$ cat config.mk
export PLATFORM = sky130hd
export DESIGN_NAME = pipeline_debug_ctrl
export DESIGN_NICKNAME = d
export VERILOG_FILES = /design/src/rtl/pipeline_debug_ctrl.sv
export SDC_FILE = /design/constraint.sdc
export NUM_CORES = 1
export LEC_CHECK = 0
export CAP_MARGIN = 20
export CELL_PAD_IN_SITES_DETAIL_PLACEMENT = 0
export CELL_PAD_IN_SITES_GLOBAL_PLACEMENT = 1
export CORE_ASPECT_RATIO = 0.5
export CORE_MARGIN = 3
export CORE_UTILIZATION = 49
export DETAILED_ROUTE_END_ITERATION = 10
export DONT_BUFFER_PORTS = 1
export PLACE_DENSITY = 0.9
export SYNTH_ARGS = -nofsm -noshare
export SYNTH_HDL_FRONTEND = slang
export SYNTH_SLANG_ARGS = --single-unit
$ cat constraint.sdc
create_clock -name Clock -period 4.2 [get_ports Clock]
set_input_delay 0.42 -clock Clock [delete_from_list [all_inputs] [get_ports Clock]]
set_output_delay 0.42 -clock Clock [all_outputs]
set_load 0.05 [all_outputs]
$ cat src/rtl/pipeline_debug_ctrl.sv
// rtl/pipeline_debug_ctrl.sv - host-driven load/run/step debug controller for a pipelined core
// Optional build macro: DEBUG_CYCLE_COUNT_EN adds the Cycle_Count output and its counter.
module pipeline_debug_ctrl (
  input  logic        Clock,
  input  logic        Reset,
  input  logic [7:0]  In_Byte,
  input  logic        In_Valid,
  output logic        In_Ready,
  input  logic        Halt_WB,
  output logic        PipeEnable,
  output logic        PipeReset,
  output logic        IMem_WrEn,
  output logic [7:0]  IMem_WrAddr,
  output logic [31:0] IMem_WrData,
  output logic [2:0]  State_Out
`ifdef DEBUG_CYCLE_COUNT_EN
  ,
  output logic [31:0] Cycle_Count
`endif
);

  typedef enum logic [2:0] {
    ST_IDLE = 3'd0,
    ST_LOAD = 3'd1,
    ST_RUN  = 3'd2,
    ST_STEP = 3'd3,
    ST_DONE = 3'd4
  } state_t;

  localparam logic [7:0]  CMD_LOAD  = 8'h4C;
  localparam logic [7:0]  CMD_RUN   = 8'h43;
  localparam logic [7:0]  CMD_STEP  = 8'h53;
  localparam logic [7:0]  CMD_RESET = 8'h52;
  localparam logic [7:0]  CMD_QUIT  = 8'h51;
  localparam logic [31:0] HALT_WORD = 32'hFFFF_FFFF;
  localparam logic [7:0]  LAST_ADDR = 8'hFF;

  state_t      state_q, state_d;
  logic [1:0]  byte_cnt_q, byte_cnt_d;
  logic [23:0] word_q, word_d;
  logic        wr_en_q, wr_en_d;
  logic [7:0]  wr_addr_q, wr_addr_d;
  logic [31:0] wr_data_q, wr_data_d;
  logic        pipe_en_q, pipe_en_d;
  logic        pipe_rst_q, pipe_rst_d;
  logic        in_ready_q, in_ready_d;
  logic        accept;

  assign accept = In_Valid && in_ready_q;

  // Next-state and next-output decode for the command/load/run/step FSM
  always_comb begin
    state_d    = state_q;
    byte_cnt_d = byte_cnt_q;
    word_d     = word_q;
    wr_en_d    = 1'b0;
    wr_addr_d  = wr_addr_q;
    wr_data_d  = wr_data_q;
    pipe_en_d  = 1'b0;
    pipe_rst_d = 1'b0;

    case (state_q)
      ST_IDLE: begin
        if (accept) begin
          case (In_Byte)
            CMD_LOAD: begin
              state_d    = ST_LOAD;
              byte_cnt_d = 2'd0;
              wr_addr_d  = 8'd0;
            end
            CMD_RUN: begin
              state_d   = ST_RUN;
              pipe_en_d = 1'b1;
            end
            CMD_STEP: begin
              // The byte that enters STEP also issues the first step.
              state_d   = ST_STEP;
              pipe_en_d = 1'b1;
            end
            CMD_RESET: pipe_rst_d = 1'b1;
            default: ;
          endcase
        end
      end

      ST_LOAD: begin
        if (wr_en_q) begin
          // Write cycle just finished: advance the address unless at the top.
          if (wr_addr_q != LAST_ADDR) wr_addr_d = wr_addr_q + 8'd1;
          if ((wr_data_q == HALT_WORD) || (wr_addr_q == LAST_ADDR)) state_d = ST_IDLE;
        end else if (accept) begin
          word_d     = {word_q[15:0], In_Byte};
          byte_cnt_d = byte_cnt_q + 2'd1;
          if (byte_cnt_q == 2'd3) begin
            wr_en_d   = 1'b1;
            wr_data_d = {word_q, In_Byte};
          end
        end
      end

      ST_RUN: begin
        if (Halt_WB) state_d = ST_DONE;
        else         pipe_en_d = 1'b1;
      end

      ST_STEP: begin
        if (pipe_en_q) begin
          // A step is completing; no byte can be accepted in this cycle.
          if (Halt_WB) state_d = ST_DONE;
        end else if (accept) begin
          if (In_Byte == CMD_STEP)      pipe_en_d = 1'b1;
          else if (In_Byte == CMD_QUIT) state_d   = ST_IDLE;
        end
      end

      ST_DONE: begin
        if (accept && (In_Byte == CMD_RESET)) begin
          pipe_rst_d = 1'b1;
          state_d    = ST_IDLE;
        end
      end

      default: state_d = ST_IDLE;
    endcase

    // Bytes are refused while writing, stepping or running freely.
    in_ready_d = !(wr_en_d || pipe_en_d);
  end

  // State and registered outputs, synchronous active-high reset
  always_ff @(posedge Clock) begin
    if (Reset) begin
      state_q    <= ST_IDLE;
      byte_cnt_q <= 2'd0;
      word_q     <= 24'd0;
      wr_en_q    <= 1'b0;
      wr_addr_q  <= 8'd0;
      wr_data_q  <= 32'd0;
      pipe_en_q  <= 1'b0;
      pipe_rst_q <= 1'b0;
      in_ready_q <= 1'b1;
    end else begin
      state_q    <= state_d;
      byte_cnt_q <= byte_cnt_d;
      word_q     <= word_d;
      wr_en_q    <= wr_en_d;
      wr_addr_q  <= wr_addr_d;
      wr_data_q  <= wr_data_d;
      pipe_en_q  <= pipe_en_d;
      pipe_rst_q <= pipe_rst_d;
      in_ready_q <= in_ready_d;
    end
  end

  assign In_Ready    = in_ready_q;
  assign PipeEnable  = pipe_en_q;
  assign PipeReset   = pipe_rst_q;
  assign IMem_WrEn   = wr_en_q;
  assign IMem_WrAddr = wr_addr_q;
  assign IMem_WrData = wr_data_q;
  assign State_Out   = state_q;

`ifdef DEBUG_CYCLE_COUNT_EN
  logic [31:0] cyc_cnt_q, cyc_cnt_d;

  // Count enabled pipeline cycles; cleared as a PipeReset pulse is issued
  always_comb begin
    cyc_cnt_d = cyc_cnt_q;
    if (pipe_rst_d)     cyc_cnt_d = 32'd0;
    else if (pipe_en_q) cyc_cnt_d = cyc_cnt_q + 32'd1;
  end

  // Cycle counter register
  always_ff @(posedge Clock) begin
    if (Reset) cyc_cnt_q <= 32'd0;
    else       cyc_cnt_q <= cyc_cnt_d;
  end

  assign Cycle_Count = cyc_cnt_q;
`endif

endmodule

==> qor.csv <==
metric,value,unit
drt_iter0_drc,216,
p_comb_frac,0.007,
postSynth.asyncResetShare,0,
startpoint_type,flip-flop,
synth_adder_area_share,0.00851,
synth_top_area_share,0.497,
yosysSeqAreaShare,0.497,
dp_cells,424,
cts_buffer_depth,2,
postCtsSetupBuffers,0,
fin_cells,441,
vias,2553,
synth-compound-area-share,0.164,
max_stage_delay,0.87,ns
first_global_vias,2366,
required,4.47,ns
crit_type,flip-flop to flip-flop,
p_leak,1.03,nW
cp_common_cell,buf_4,
rows,19,
cts_resized,0,
grt_usage,0.208,
wl_per_cell,15.9,µm
antenna_found_initial,0,
drv_cap,0,
final_nets,377,
synth.avg_cell_area,7.88,µm²
cp_slowest_cell,dfxtp_1,
final_area,3270,µm²
post_dp_cell_area,2930,µm²
path_clk_slew,0.06,ns
setup_tns,0,ns
hold_viol,0,
drt_first_pass_iters,5,
grt_pass1_wl,11.2,mm
clock-root-buffer,clkbuf_16,
initial_core_util,0.522,
setup_viol,0,
syn-num-nets,387,
peakVddDrop,0.299,mV
p_int,1.22,mW
post-place-ws,1.05,ns
netlist_area,2940,µm²
drive_gt1_frac,0.0489,
synth_top_family_by_area,simple AND/OR/NAND/NOR gates,
port_buffers,0,
drc,0,
maxSlewViolCount,0,
avgViaCountPerCell,5.79,
clock_skew,0.00265,ns
drtAntennaViolNets,0,
insertedDiodeCount,0,
max_freq,0.335,GHz
synthMuxAreaShare,0.00340,
hold_ws,0.162,ns
p_per_area,460,nW/µm²
post-route-util,0.580,
hp-class,primary input to flip-flop,
fin_crit,2.99,ns
clk_latency,0.33,ns
cts_tree,built,
switching_share,0.191,
synth-simple-area-share,0.284,
ff_latch_area,1460,µm²
synthFlopType,dfxtp_1,
cp.arrival,3.26,ns
clock_power_share,0.531,
p_seq_frac,0.462,
fin_total_pwr,1.50,mW
final_common_cell,nand2_1,
wl,7.02,mm
path_buf_inv,2,
dp_hpwl,4.73,mm
grt.overflow.total,0,
worst_slack,1.21,ns
switching_power,0.287,mW
rsz0062_at_grt,no,
worstMarginPinSlew,0.846,ns
die_area,7020,µm²
num-fill-cells,516,
yosysTopAreaCell,dfxtp_1,
numClockSinks,73,
synth_xor_area_frac,0,
status,finished clean,
synth_warnings,0,
io-pin-count,59,
area_growth,11.1,%
synth-edff-count,0,
relSlewSlack,0.435,
yosys.cell_types.count,40,
fin_crit_sh,0.712,
grt_max_degree,73,
critical_path.endpoint_type,flip-flop,
synth_area_leaders,"dfxtp_1, nand2_1, a21oi_1",
crit_path_cell_trace,"or3b_1, nor3_4, buf_4, and2_1, buf_4, nand2_1, a21oi_1",
cp_max_fo,28,
holdBufCountCts,0,
die_h,60.8,µm
synthCells,373,
path_delay_family,simple AND/OR/NAND/NOR gates,
core_area,5630,µm²
h-tree-depth,3,
gp_congestion,0.854,
die_width,116,µm
reg2reg_slack,1.21,ns
layout_common_cells,"nand2_1, dfxtp_1, a21oi_1",
multi_input_area,1350,µm²
ys_ff_latch,73,
cts_buffers,9,
==> power by group through the flow <==
stage	clock network, mW	registers, mW	logic [mW]
final	0.798	0.695	0.0107
after global routing	0.842	0.694	0.0121
after CTS	0.816	0.695	0.0107
after detailed placement	0	0.710	0.0106
after global placement	0	0.710	0.0104
after floorplan	0	0.709	0.0180
==> synth_stat cells, types with 2 or more instances <==
cell,count
ha_1,2
dfxtp_1,73
o21ai_0,7
and3_1,3
and2_1,3
nand2_1,123
nand4b_1,2
inv_1,2
nor2_1,14
buf_6,3
a21oi_1,63
nor3b_1,2
clkbuf_1,17
nor4bb_1,3
nand3b_1,2
o211ai_1,2
or3_1,3
nor4_1,3
nor3_1,6
a31oi_1,7
nand4_1,11
buf_2,3
nand3_1,2
==> path summary, 6_finish.rpt <==
path | start | end | cells after the start
min reg2reg | word_q[23] | IMem_WrData[31] | 2
min | Reset | word_q[6] | 1
max reg2reg | State_Out[0] | IMem_WrData[15] | 7
max | State_Out[0] | IMem_WrData[15] | 7
==> flip-flops by register name, indices dropped and copies added, names as in the netlist <==
name and cells:
word_q 24, In_Ready 1, IMem_WrEn 1, IMem_WrData 32, PipeReset 1, State_Out 3
IMem_WrAddr 8, PipeEnable 1, byte_cnt_q 2
==> layer usage <==
layer,wire length [µm],GRT usage
met5,0,0
met4,80,0.0836
met3,603,0.0857
met2,3010,0.307
met1,3320,0.274
==> layout make-up <==
| cell class | instances | area share |
|---|---|---|
| Clock buffer | 11 | 0.0712 |
| Multi-Input combinational cell | 274 | 0.414 |
| Timing Repair Buffer | 3 | 0.0130 |
| Tap cell | 73 | 0.0280 |
| Sequential cell | 73 | 0.447 |
| Inverter | 2 | 0.00230 |
| Clock inverter | 5 | 0.0245 |
==> kinds of logic after synthesis <==
family / count (synthesis)
flip-flops: 73
multiplexers: 1
AO/OA/AOI/OAI: 88
AND/OR/NAND/NOR: 183
buffers and inverters: 26
adder cells (fa/ha/maj): 2
==> worst reg2reg max path, cell delays in order, from the launching register on <==
cell and delay, ns:
dfxtp_1 0.87, or3b_1 0.55, nor3_4 0.19, buf_4 0.30, and2_1 0.43, buf_4 0.33
nand2_1 0.12, a21oi_1 0.13
No activity file was read; power rests on OpenSTA's default activity.
